===== src/rtl/fp16_mul_seq.sv =====
// Sequencer around a combinational FP16 multiplier: classifies operands, resolves
// NaN/inf/zero directly, pre-normalises one subnormal operand and re-biases the product.
module fp16_mul_seq #(
  parameter int          EXP_BIAS = 15,
  parameter logic [15:0] NAN_CODE = 16'h7E00
) (
  input  logic        clk,
  input  logic        rst_n,
  input  logic        in_valid,
  output logic        in_ready,
  input  logic [15:0] in_a,
  input  logic [15:0] in_b,
  output logic        out_valid,
  input  logic        out_ready,
  output logic [15:0] out_result,
  output logic        out_inf,
  output logic        out_zero,
  output logic        out_nan,
  output logic        out_normal,
  output logic [15:0] mul_na,
  output logic [15:0] mul_nb,
  input  logic [15:0] mul_product
);

  localparam logic [4:0] EXP_MAX = 5'(2 * EXP_BIAS + 1);

  // flag vector layout: {inf, zero, nan, normal}
  localparam logic [3:0] F_INF  = 4'b1000;
  localparam logic [3:0] F_ZERO = 4'b0100;
  localparam logic [3:0] F_NAN  = 4'b0010;
  localparam logic [3:0] F_NORM = 4'b0001;

  typedef enum logic [2:0] {IDLE, CLASS, NORM, EXEC, ADJ, DONE} state_t;

  state_t      state_reg, state_next;
  logic [15:0] a_reg, b_reg;
  logic [14:0] prod_reg;
  logic [15:0] res_reg;
  logic [3:0]  flags_reg;
  logic [3:0]  k_reg;
  logic [10:0] mant_reg;
  logic        norm_a_reg, norm_b_reg;

  logic [15:0] opnd [2];
  logic [1:0]  is_nan, is_inf, is_zero, is_sub;
  logic        sign;
  logic [10:0] mant_shift;
  logic [15:0] spec_res, adj_res;
  logic [3:0]  spec_flags, adj_flags;
  logic [4:0]  prod_exp;
  logic [5:0]  exp_adj;
  logic        unused_bits;

  assign opnd[0]     = a_reg;
  assign opnd[1]     = b_reg;
  assign sign        = a_reg[15] ^ b_reg[15];
  assign mant_shift  = mant_reg << 1;
  assign unused_bits = mul_product[15];

  genvar gi;
  generate
    for (gi = 0; gi < 2; gi++) begin : g_class
      assign is_nan[gi]  = (opnd[gi][14:10] == EXP_MAX) && (opnd[gi][9:0] != 10'd0);
      assign is_inf[gi]  = (opnd[gi][14:10] == EXP_MAX) && (opnd[gi][9:0] == 10'd0);
      assign is_zero[gi] = (opnd[gi][14:10] == 5'd0)    && (opnd[gi][9:0] == 10'd0);
      assign is_sub[gi]  = (opnd[gi][14:10] == 5'd0)    && (opnd[gi][9:0] != 10'd0);
    end
  endgenerate

  // Special-case result chosen in CLASS; only consumed on the CLASS -> DONE path.
  always_comb begin
    spec_res   = {sign, 15'h0};
    spec_flags = F_ZERO;
    if ((|is_nan) || (is_inf[0] && is_zero[1]) || (is_zero[0] && is_inf[1])) begin
      spec_res   = NAN_CODE;
      spec_flags = F_NAN;
    end else if (|is_inf) begin
      spec_res   = {sign, 5'h1F, 10'h0};
      spec_flags = F_INF;
    end
  end

  // Undo the exponent borrowed by pre-normalisation; underflow flushes to zero.
  always_comb begin
    prod_exp  = prod_reg[14:10];
    exp_adj   = {1'b0, prod_exp} - {2'b00, k_reg};
    adj_res   = {sign, 15'h0};
    adj_flags = F_ZERO;
    if (prod_exp == EXP_MAX) begin
      adj_res   = {sign, 5'h1F, 10'h0};
      adj_flags = F_INF;
    end else if (prod_exp != 5'd0 && !exp_adj[5] && exp_adj != 6'd0) begin
      adj_res   = {sign, exp_adj[4:0], prod_reg[9:0]};
      adj_flags = F_NORM;
    end
  end

  always_ff @(posedge clk or negedge rst_n) begin
    if (!rst_n) begin
      state_reg <= IDLE;
    end else begin
      state_reg <= state_next;
    end
  end

  always_comb begin
    state_next = state_reg;
    in_ready   = 1'b0;
    out_valid  = 1'b0;
    out_result = 16'h0;
    out_inf    = 1'b0;
    out_zero   = 1'b0;
    out_nan    = 1'b0;
    out_normal = 1'b0;
    mul_na     = 16'h0;
    mul_nb     = 16'h0;
    case (state_reg)
      IDLE: begin
        in_ready = 1'b1;
        if (in_valid) state_next = CLASS;
      end
      CLASS: begin
        if ((|is_nan) || (|is_inf) || (|is_zero) || (&is_sub)) state_next = DONE;
        else if (|is_sub) state_next = NORM;
        else state_next = EXEC;
      end
      NORM: begin
        if (mant_shift[10]) state_next = EXEC;
      end
      EXEC: begin
        mul_na = norm_a_reg ? {a_reg[15], 5'd1, mant_reg[9:0]} : a_reg;
        mul_nb = norm_b_reg ? {b_reg[15], 5'd1, mant_reg[9:0]} : b_reg;
        state_next = ADJ;
      end
      ADJ: begin
        state_next = DONE;
      end
      DONE: begin
        out_valid  = 1'b1;
        out_result = res_reg;
        {out_inf, out_zero, out_nan, out_normal} = flags_reg;
        if (out_ready) state_next = IDLE;
      end
      default: state_next = IDLE;
    endcase
  end

  always_ff @(posedge clk or negedge rst_n) begin
    if (!rst_n) begin
      a_reg      <= 16'h0;
      b_reg      <= 16'h0;
      prod_reg   <= 15'h0;
      res_reg    <= 16'h0;
      flags_reg  <= 4'h0;
      k_reg      <= 4'h0;
      mant_reg   <= 11'h0;
      norm_a_reg <= 1'b0;
      norm_b_reg <= 1'b0;
    end else begin
      case (state_reg)
        IDLE: begin
          if (in_valid) begin
            a_reg <= in_a;
            b_reg <= in_b;
          end
        end
        CLASS: begin
          k_reg      <= 4'h0;
          norm_a_reg <= is_sub[0];
          norm_b_reg <= is_sub[1];
          mant_reg   <= is_sub[0] ? {1'b0, a_reg[9:0]} : {1'b0, b_reg[9:0]};
          res_reg    <= spec_res;
          flags_reg  <= spec_flags;
        end
        NORM: begin
          mant_reg <= mant_shift;
          k_reg    <= k_reg + 4'd1;
        end
        EXEC: begin
          prod_reg <= mul_product[14:0];
        end
        ADJ: begin
          res_reg   <= adj_res;
          flags_reg <= adj_flags;
        end
        default: ;
      endcase
    end
  end

endmodule

===== config.mk =====
export PLATFORM = sky130hd
export DESIGN_NAME = fp16_mul_seq
export DESIGN_NICKNAME = d
export VERILOG_FILES = /design/src/rtl/fp16_mul_seq.sv
export SDC_FILE = /design/constraint.sdc
export NUM_CORES = 1
export LEC_CHECK = 0
export BUFFER_PORTS_ARGS = -buffer_cell sky130_fd_sc_hd__buf_2
export CELL_PAD_IN_SITES_DETAIL_PLACEMENT = 0
export CELL_PAD_IN_SITES_GLOBAL_PLACEMENT = 1
export CORE_AREA = 2 2 110 138
export DETAILED_ROUTE_END_ITERATION = 16
export DIE_AREA = 0 0 112 140
export GPL_TIMING_DRIVEN = 0
export PLACE_DENSITY = 0.6
export SLEW_MARGIN = 20
export SYNTH_ARGS = -nofsm -noshare
export SYNTH_HDL_FRONTEND = slang
export SYNTH_SLANG_ARGS = --single-unit

===== constraint.sdc =====
create_clock -name clk -period 8.85 [get_ports clk]
set_clock_uncertainty 0.2 [all_clocks]
set_input_delay 0.4425 -clock clk [delete_from_list [all_inputs] [get_ports clk]]
set_output_delay 0.4425 -clock clk [all_outputs]
set_load 0.01 [all_outputs]

After elaboration in Yosys (flattened, before gate mapping)
Cells that the tools add are included.
Word-level totals
  word-level logic and storage cells: 90
  input bits: 52
  output and inout bits: 54
  register bits: 86
Cells by class
  reductions and logical operators: 36
  muxes and demuxes: 30
  eq/ne operators: 11
  $add $sub $neg: 2
  bitwise operators: 1
Operator list (count)
  $mux 15: 5
  $mux 16: 4
  $pmux 16 s2: 1
  $logic_not 10->1: 2
  $pmux 10 s2: 1
  $reduce_bool 10->1: 2
  $pmux 3 s6: 1
  $pmux 4 s2: 2
  $eq 5x5->1 const B: 3
  $mux 3: 5
  $logic_and 1x1->1: 12
  $mux 4: 3
  $logic_not 5->1: 2
  $mux 10: 1
  $reduce_or 2->1: 4
  $mux 1: 7
  $eq 3x2->1 const B: 2
  $eq 3x3->1 const B: 2
  $ne 2x2->1 const B: 3
  $reduce_bool 6->1: 1
  $sub 5x4->6: 1
  $logic_or 1x1->1: 5
  $reduce_bool 5->1: 1
  $add 4x1->4 const B: 1
  7 further kinds: 9

Depth between registers and ports, before layout
Gate-level depths: netlist (run 1).
  depth after elaboration: 8
  gate-level depth with buffers: 11

Least setup slack after synthesis (run 1)
OpenSTA, ideal clock, no wires.
  kind: register -> register
  start: reg prod_reg[10]
  end: reg res_reg[4]
  data arrival time: 2503 ps
  setup slack: 6026 ps
  library setup time: 121 ps
  stages on the path, launching flop included: 12
  required time: 8529 ps
  period minus slack after synthesis: 2824 ps
  cells stage by stage: dfrtp_1 > inv_1 > ha_1 > inv_1 > fa_1 > a211oi_1 > xor2_1 > o31a_1 > o41a_1 > and2_1 > buf_2 > a22o_1
On the way
  word-level cells in the longest chain between the ends: 7
  elaborated cells on any way between the ends: 10
  classes of those cells: 1 x add/sub; 1 x eq/ne; 3 x mux; 5 x reduce/logical
RTL lines
  start, declared: RTL line 37  | logic [14:0] prod_reg;
  start signal, assigned: RTL line 180  | prod_reg <= mul_product[14:0];
  branches (longest 5 deep; another with $sub 5x4->6)
  $mux 15 (*): RTL line 89  | if (prod_exp == EXP_MAX) begin
  $pmux 16 s2 (*): RTL line 160  | case (state_reg)
  end signal, assigned: RTL line 172  | res_reg <= spec_res;
  end signal, assigned: RTL line 183  | res_reg <= adj_res;
  end, declared: RTL line 38  | logic [15:0] res_reg;
Mark *: on every way between the ends.
A chain may end at the register's enable or synchronous reset.

Worst setup path in the final report (run 1)
  start: reg k_reg[0]
  end: reg res_reg[2]
On the way
  word-level cells in the longest chain between the ends: 7
  elaborated cells on any way between the ends: 8
  classes of those cells: 1 x add/sub; 3 x mux; 4 x reduce/logical
RTL lines
  start, declared: RTL line 40  | logic [3:0] k_reg;
  start signal, assigned: RTL line 177  | k_reg <= k_reg + 4'd1;
  $sub 5x4->6 (*): RTL line 86  | exp_adj = {1'b0, prod_exp} - {2'b00, k_reg};
  branches (longest 2 deep; another with $reduce_bool 6->1)
  $logic_and 1x1->1 (*): RTL line 92  | end else if (prod_exp != 5'd0 && !exp_adj[5] && exp_adj != 6'd0) begin
  $mux 15 (*): RTL line 92
  $mux 15 (*): RTL line 89
  $pmux 16 s2 (*): RTL line 160
Marked as above.

==> impl_metrics.csv, run 1 <==
group,metric,value,unit
logic_synthesis,syn-cell-area,4390,um2
logic_synthesis,avgSynthCellArea,10.9,um2
clocking,cts_tree,"yes",
worst_setup_path,r2r_cells,10,
worst_setup_path,cp.required,8.88,ns
run_status,outcome,"finished, final reports clean",
logic_synthesis,synth_top_area_cell,"dfrtp_1",
worst_setup_path,cp_max_fo,10,
cells_and_area,drive_above_1_share,33.5,%
pwr,clkPwrFrac,19.1,%
logic_synthesis,yosysWarnings,0,
sta,period_minus_slack,3.11,ns
clocking,clk_latency,0.34,ns
floorplan,die_w,112,um
clocking,post_cts_buffers,0,
cells_and_area,final_nets,578,
routing,via_count,3449,
placed_design,dpl-instance-area,5160,um2
logic_synthesis,synth.distinct_cells,46,
cells_and_area,fillers,1516,
logic_synthesis,seq_area_frac_synth,49.1,%
sta,slew_headroom,41.9,%
logic_synthesis,synthTopCellsByArea,"dfrtp_1 (49%), mux2_2 (12%), mux2i_1 (6.8%), and2_1 (3.3%), nor2_1 (3.1%)",
floorplan,die_area,15700,um2
grt,grt_pass1_wl,19300,um
floorplan,die_h,140,um
worst_hold_path,hold_class,"in2reg",
routing,viasPerCell,4.91,
grt,antenna_found_initial,0,
placed_design,gp_congestion,0.740,
pwr,p_sw,770,uW
sta,worst_pin_slew,0.870,ns
sta,fmax,322,MHz
sta,hold_viol,0,
grt,grt_use_total,15.7,%
clocking,cts_hold_buf,1,
clocking,cts_resized,0,
worst_setup_path,critical_path_class,"reg2reg",
sta,min_period_over_period,35.1,%
grt,grt_pass1_vias,3573,
run,drv_cap,0,
routing,antenna_left,0,
placed_design,dp_cells,686,
logic_synthesis,async_reset_ff_share,100,%
floorplan,ios,106,
cells_and_area,insertedDiodeCount,0,
routing,wl_per_cell,16.9,um
worst_hold_path,holdPathStages,3,
pwr,cellPowerDensity,362,nW/um2
clocking,clkTransAtPathRegs,0.06,ns
pwr,internal_power,1.21,mW
worst_setup_path,rrSetupSlack,5.74,ns
routing,first_pass_iters,4,
clocking,cts_made_buffers,9,
pwr,swShare,38.9,%
routing,drt-initial-drc-count,93,
logic_synthesis,synth-main-ff-cell,"dfrtp_1",
worst_setup_path,critPathCaptureType,"register",
logic_synthesis,synth-edff-count,0,
grt,grt_overflow,0,
clocking,htree_levels,3,
cells_and_area,final_cell_area,5460,um2
cells_and_area,seqCellArea,2150,um2
sta,fin_setup_tns,0,ns
pwr,power_frac_comb,43.0,%
routing,routed_wl,11900,um
sta,setup_violations,0,
pwr,p_leak,2.59,nW
clocking,clkSinkCount,86,
worst_setup_path,arrival,3.13,ns
logic_synthesis,synth_top_area_share,49.1,%
logic_synthesis,yosys_register_bits,86,
floorplan,rows,49,
routing,route.detailed.drc,0,
pwr,peakVddDrop,0.136,mV
cells_and_area,areaGrowthSynthToFinish,24.6,%
clocking,clock_path_buffers,2,
grt,grt_max_degree,63,
logic_synthesis,synth_fp_nets,461,
placed_design,dp_hpwl,8860,um
pwr,seqPwrFrac,37.9,%
placed_design,io_buffer_count,104,
sta,rsz0062_at_grt,"no",
cells_and_area,final_cells,703,
sta,report.final.slew_viol_count,0,
cells_and_area,multi_input_area,2090,um2
clocking,clockRootBuffer,"clkbuf_16",
pwr,p_total,1.98,mW
worst_setup_path,worstSetupStartpointType,"register",
floorplan,core,14300,um2
logic_synthesis,synthCells,403,
floorplan,start_util,30.6,%
cells in the mapped netlist, drive strengths merged, types with 5 or more instances:
cell type  count
dfrtp         86
mux2          46
nor2          36
mux2i         30
and2          24
o21ai         22
nand2         19
clkbuf        18
a21oi         12
a22o          10
inv           10
nor3b         10
a22oi          9
nand3          8
buf            7
and3           5
ha             5
or4            5
cell families (layout without fill, tap and decap cells):
kind of cell / Yosys count / in the layout / share of synthesized area (%)
simple gates: 121 / 121 / 14.8
flops: 86 / 86 / 49.1
fa+ha+maj: 6 / 6 / 1.88
mux: 76 / 76 / 18.7
xor+xnor: 5 / 5 / 0.999
buf+inv: 35 / 157 / 3.31
compound gates: 74 / 74 / 11.2
worst paths after layout:
path                               from      endpoint
hold reg to reg            flags_reg[2]  flags_reg[2]
setup reg to reg               k_reg[0]    res_reg[2]
setup / recovery               k_reg[0]    res_reg[2]
min in group asynchronous         rst_n  prod_reg[11]
hold / removal                 in_a[15]     a_reg[15]
max in group asynchronous         rst_n   mant_reg[2]
placed cells by master, fill, tap and decap left out, types with 5 or more instances in the layout:
cell type,instances
a21oi_1,12
a22o_1,10
a22oi_1,9
and2_1,23
and3_1,5
buf_2,108
clkbuf_1,20
clkbuf_16,9
dfrtp_1,86
ha_1,5
inv_1,10
mux2_2,46
mux2i_1,30
nand2_1,19
nand3_1,8
nor2_1,36
nor3b_1,10
o21ai_0,13
o21ai_1,9
or4_1,5
critical path, cell delays in order, from the launching register on:
cell and delay [ns]:
dfrtp_1 0.43, ha_1 0.19, inv_1 0.05, fa_1 0.42
a211oi_1 0.36, xor2_1 0.11, o31a_1 0.25, o41a_1 0.41
and2_1 0.17, buf_2 0.19, a22o_1 0.20
final cells by class:
cell class              instances  share of cell area (%)
well taps                     178                    4.08
multi-input cells             282                    38.2
inverters                      10                   0.687
clock inverters                 5                    1.08
clock buffers                  11                    4.26
plain buffers                  25                    1.97
flip-flops and latches         86                    39.4
repair buffers                106                    10.3
power groups by stage:
stage               Combinational (mW)  Clock (mW)  Sequential (mW)
floorplan                        0.640           0            0.698
global placement                 0.843           0            0.752
detailed placement               0.860           0            0.758
CTS                              0.865       0.393            0.751
global route                     0.954       0.411            0.777
finish                           0.851       0.377            0.750
layer usage:
| layer | vias to the layer above | global-route usage (%) | part of all wire [%] |
|---|---|---|---|
| li1 | 1671 | - | - |
| met3 | 6 | 2.90 | 4.2 |
| met1 | 1684 | 20.2 | 45 |
| met5 | - | 0 | 0 |
| met2 | 88 | 26.3 | 50 |
| met4 | 0 | 6.10 | 1.0 |
stage by stage:
step | setup slack, ns | hold slack [ns] | util [%]
2_1_floorplan | 6.03 | -0.0531 | -
3_3_place_gp | 5.82 | 0.254 | 35.7
3_5_place_dp | 5.76 | 0.125 | 36.0
4_1_cts | 5.72 | 0.0997 | 38.1
5_1_grt | 5.58 | 0.106 | 38.1
6_report | 5.74 | 0.107 | 38.1
Note: power is estimated with default switching activity, not from simulation.
==> run 2, diff against run 1 <==
==> constraint.sdc (replaced) <==
create_clock -name clk -period 3.05 [get_ports clk]
set_clock_uncertainty 0.2 [all_clocks]
set_input_delay 0.1525 -clock clk [delete_from_list [all_inputs] [get_ports clk]]
set_output_delay 0.1525 -clock clk [all_outputs]
set_load 0.01 [all_outputs]
==> run 2 against run 1 <==
  * Fmax increased by 6.4%
  * Via count increased by 5.7%
  * Setup slack got worse by 5.6 ns
  * Sequential share of layout area decreased by 3.3 points
  * Count of clock-buffer cells in the layout unchanged
  * Sequential power grew to 2.9 times the previous value
  * Non-clock buffer count rose by 49
  * Sequential cell count stayed put
  * Final cell count increased by 7.0%
  * Die area stayed put
  * Routed wire length increased by 1.6%
  * Critical endpoint unchanged
==> impl_metrics.csv, run 2 (synthesis gave the netlist of run 1 again) <==
group,metric,value,unit
clocking,clk_latency,0.34,ns
clocking,cts_tree,"yes",
pwr,cellPowerDensity,975,nW/um2
grt,grt_max_degree,63,
cells_and_area,insertedDiodeCount,0,
worst_setup_path,critPathCaptureType,"register",
routing,routed_wl,12100,um
grt,grt_pass1_wl,19600,um
sta,fmax,343,MHz
grt,grt_use_total,15.9,%
routing,drt-initial-drc-count,110,
floorplan,die_area,15700,um2
cells_and_area,fin_util,41.6,%
placed_design,dpl-instance-area,5160,um2
routing,wl_per_cell,16.1,um
cells_and_area,final_cell_area,5960,um2
cells_and_area,final_cells,752,
floorplan,ios,106,
pwr,p_leak,2.80,nW
cells_and_area,drive_above_1_share,31.4,%
sta,fin_setup_tns,0,ns
worst_setup_path,rrSetupSlack,0.13,ns
sta,worst_slack,0.131,ns
sta,worst_pin_slew,0.879,ns
worst_setup_path,r2r_cells,11,
worst_setup_path,worstSetupStartpointType,"register",
clocking,cts_made_buffers,9,
worst_setup_path,startpoint,"prod_reg[10]",
sta,min_period_over_period,95.7,%
worst_setup_path,cp.required,3.08,ns
grt,antenna_found_initial,0,
floorplan,die_h,140,um
placed_design,io_buffer_count,104,
cells_and_area,mostFrequentLayoutCell,"buf_2",
sta,fin_hold_ws,0.0545,ns
routing,antenna_left,0,
worst_setup_path,cp_max_fo,10,
clocking,htree_levels,3,
sta,slew_headroom,41.2,%
routing,first_pass_iters,7,
grt,grt_pass1_vias,3691,
clocking,clock_path_buffers,2,
floorplan,start_util,30.6,%
placed_design,place_ws,-0.0375,ns
clocking,clkTransAtPathRegs,0.06,ns
pwr,p_total,5.81,mW
worst_hold_path,hold_class,"in2async",
cells_and_area,final_nets,627,
pwr,peakVddDrop,0.397,mV
routing,route.detailed.drc,0,
worst_setup_path,r2r_end,"res_reg[2]",
grt,grt_overflow,0,
floorplan,die_w,112,um
sta,rsz0062_at_grt,"no",
sta,hold_viol,0,
cells_and_area,areaGrowthSynthToFinish,36.0,%
placed_design,gp_congestion,0.740,
routing,via_count,3644,
sta,report.final.slew_viol_count,0,
worst_setup_path,r2r-start,"prod_reg[10]",
worst_setup_path,critical_path_class,"reg2reg",
placed_design,dp_hpwl,8860,um
run,drv_cap,0,
floorplan,core,14300,um2
placed_design,dp_cells,686,
cells_and_area,layout_common_cells,"buf_2 (107), dfrtp_1 (85), dlygate4sd3_1 (49), mux2_2 (46), nor2_1 (36)",
worst_setup_path,arrival,2.95,ns
clocking,clockRootBuffer,"clkbuf_16",
floorplan,rows,49,
sta,setup_violations,0,
clocking,clkSinkCount,86,
run_status,outcome,"finished, final reports clean",
sta,period_minus_slack,2.92,ns
routing,viasPerCell,4.85,
==> run 2: cell types whose count changed in the layout (fill, tap and decap cells not counted), sizes merged <==
| cell | previous run | this run |
|---|---|---|
| dlygate4sd3 | 1 | 49 |
| buf | 112 | 113 |
==> run 2: area by class of cell <==
cell class	count	area, um2
Fill cell	1471	8380
Tap cell	178	223
Inverter	10	37.5
Sequential cell	86	2150
Multi-Input combinational cell	282	2100
Buffer	25	110
Timing Repair Buffer	155	1050
Clock inverter	5	58.8
Clock buffer	11	233
==> run 2: worst max path at each step <==
stage                        to  cells past startpoint
finish               res_reg[2]                     11
global route        res_reg[10]                     10
CTS                  res_reg[2]                     10
detailed placement   res_reg[2]                     10
global placement     res_reg[5]                     10
floorplan            res_reg[4]                     11
==> run 2: worst max-delay path, cell delays in order, from the launching register on <==
cell      delay, ns
dfrtp_1        0.40
inv_1          0.07
ha_1           0.15
inv_1          0.05
fa_2           0.35
a211oi_2       0.30
xor2_1         0.10
o31a_1         0.25
o41a_1         0.41
and2_1         0.18
buf_4          0.17
a22o_1         0.19
==> run 2: per-layer routing <==
metal | vias up | track usage, % | wire length [um]
li1 | 1771 | - | -
met1 | 1763 | 20.5 | 5390
met2 | 100 | 26.8 | 5960
met3 | 10 | 2.81 | 531
met4 | 0 | 6.10 | 198
met5 | - | 0 | 0
==> run 2: report_power, final <==
part	switching [mW]	total [mW]	leakage [nW]	internal (mW)
Sequential	0.477	2.18	1.06	1.70
Clock	0.461	1.10	0.136	0.637
Combinational	1.32	2.54	1.60	1.22
Total	2.26	5.81	2.80	3.56
==> run 2: repair_timing <==
item,in CTS,in global routing
endpoints found under the setup margin,10,14
hold buffers,49,0
setup buffers,0,1
endpoints found under the hold margin,134,0
gates resized for setup,1,4
pin swaps,0,1
==> run 3, diff against run 2 <==
--- a/config.mk
+++ b/config.mk
@@ -11,7 +11,6 @@
 export CORE_AREA = 2 2 110 138
 export DETAILED_ROUTE_END_ITERATION = 16
 export DIE_AREA = 0 0 112 140
-export GPL_TIMING_DRIVEN = 0
 export PLACE_DENSITY = 0.6
 export SLEW_MARGIN = 20
 export SYNTH_ARGS = -nofsm -noshare
==> run 3 against run 2 <==
  * First-iteration DRC count shrank 8.2%
  * Sequential power up 5%
  * Hold slack better by 0.0048 ns
  * Non-clock buffer count is 17 lower
  * Largest power group unchanged
  * Design area unchanged
  * Final cell count shrank 2.3%
  * Via count down 1.7%
  * Clock power is 20% higher
==> impl_metrics.csv, run 3 (synthesis gave the netlist of run 1 again) <==
group,metric,value,unit
cells_and_area,mostFrequentLayoutCell,"buf_2",
placed_design,io_buffer_count,104,
routing,highest_layer,"met4",
routing,routed_wl,11800,um
sta,min_period_over_period,94.4,%
worst_setup_path,cp.required,3.08,ns
placed_design,gp_congestion,0.757,
routing,antenna_left,0,
sta,rsz0062_at_grt,"no",
cells_and_area,final_nets,610,
worst_setup_path,critical-path-top-delay-family,"compound AO/OA/AOI/OAI gates",
clocking,clk_latency,0.35,ns
worst_setup_path,crit_chain,"inv_1, ha_1, inv_1, fa_1, a211oi_2, xor2_1, o31a_1, o41a_1, and3_1, a211o_1",
routing,route.detailed.drc,0,
sta,period_minus_slack,2.88,ns
cells_and_area,drive_above_1_share,33.4,%
run,drv_cap,0,
grt,grt_overflow,0,
grt,grt_pass1_vias,3771,
floorplan,rows,49,
clocking,clkTransAtPathRegs,0.06,ns
sta,worst_pin_slew,1.01,ns
grt,grt_pass1_wl,19400,um
worst_setup_path,cp_slowest_stage_delay,0.41,ns
placed_design,dpl-instance-area,5100,um2
clocking,cts_tree,"yes",
cells_and_area,areaGrowthSynthToFinish,36.0,%
routing,drt-initial-drc-count,101,
run_status,outcome,"finished, final reports clean",
routing,wl_met2,5680,um
placed_design,dp_hpwl,8140,um
clocking,cts_made_buffers,9,
worst_hold_path,hold_class,"in2reg",
clocking,clockRootBuffer,"clkbuf_16",
worst_setup_path,critical_path_class,"reg2reg",
worst_setup_path,arrival,2.91,ns
routing,wl_per_cell,16.0,um
worst_setup_path,critPathCaptureType,"register",
grt,grt_max_degree,39,
clocking,clock_path_buffers,2,
cells_and_area,insertedDiodeCount,0,
worst_setup_path,cp_max_fo,4,
sta,setup_violations,0,
routing,viasPerCell,4.87,
clocking,clkSinkCount,86,
floorplan,die_area,15700,um2
worst_setup_path,slowest_stage,"fa_1",
floorplan,die_h,140,um
routing,via_count,3582,
sta,hold_viol,0,
worst_setup_path,path_buf_inv,2,
pwr,p_leak,2.82,nW
worst_setup_path,path_common_cell,"inv_1",
pwr,peakVddDrop,0.363,mV
sta,report.final.slew_viol_count,0,
floorplan,start_util,30.6,%
grt,grt_use_total,15.5,%
routing,drt-met1-wl,5460,um
pwr,cellPowerDensity,1000,nW/um2
cells_and_area,final_cell_area,5960,um2
worst_setup_path,worstSetupStartpointType,"register",
floorplan,core,14300,um2
sta,slew_headroom,32.4,%
routing,first_pass_iters,4,
clocking,htree_levels,3,
sta,fin_setup_tns,0,ns
routing,met3WireLength,445,um
grt,antenna_found_initial,0,
cells_and_area,layout_common_cells,"buf_2 (103), dfrtp_1 (86), dlygate4sd3_1 (49), mux2_2 (46), nor2_1 (35)",
sta,fmax,347,MHz
floorplan,die_w,112,um
floorplan,ios,106,
run 3: per-layer routing:
metal | up-vias | global-route usage (%)
met5 | - | 0
met4 | 0 | 6.29
met3 | 17 | 2.68
met2 | 92 | 26.2
met1 | 1744 | 19.8
li1 | 1729 | -
run 3: layout make-up:
cell class / instances / area [um2]
fill: 1437 / 8380
sequential: 86 / 2150
multi-input combinational: 282 / 2110
timing repair buffer: 163 / 1090
clock buffer: 11 / 253
tap: 178 / 223
clock inverter: 5 / 104
inverter: 10 / 37.5
run 3: through the flow:
stage	utilization [%]	power (mW)	instances	setup WS (ns)	hold slack, ns
floorplan	-	3.88	403	0.226	-0.343
global placement	35.5	4.57	669	0.0807	-0.0430
detailed placement	35.5	4.63	669	0.0249	-0.0413
CTS	41.4	6.01	734	0.0130	0.0460
global route	41.6	6.44	735	0.000941	0.0947
finish	41.6	5.98	735	0.172	0.0593
run 3: timing repair:
item,4_1_cts,5_1_grt
endpoints found under the hold margin,84,0
endpoints found under the setup margin,0,16
setup buffers,0,1
gates resized for setup,0,3
hold buffers,49,0
run 3: final timing paths:
path                               from           end  slack [ns]  cells after the start
hold reg to reg            flags_reg[1]  flags_reg[1]        0.27                      1
min in group asynchronous         rst_n      k_reg[2]        0.12                      2
max in group asynchronous         rst_n   mant_reg[2]        1.76                      3
setup / recovery           prod_reg[10]    res_reg[9]        0.17                     10
setup reg to reg           prod_reg[10]    res_reg[9]        0.17                     10
hold / removal                 in_valid  state_reg[0]        0.06                      5
run 3: worst reg2reg max path, stage by stage, from the launching register on:
cell and delay (ns):
dfrtp_1 0.39, inv_1 0.06, ha_1 0.15, inv_1 0.05
fa_1 0.41, a211oi_2 0.30, xor2_1 0.10, o31a_1 0.25
o41a_1 0.41, and3_1 0.20, a211o_1 0.25
run 3: where the power goes:
group / switching [mW] / internal (mW)
clock network: 0.469 / 0.847
logic: 1.16 / 1.21
registers: 0.591 / 1.70
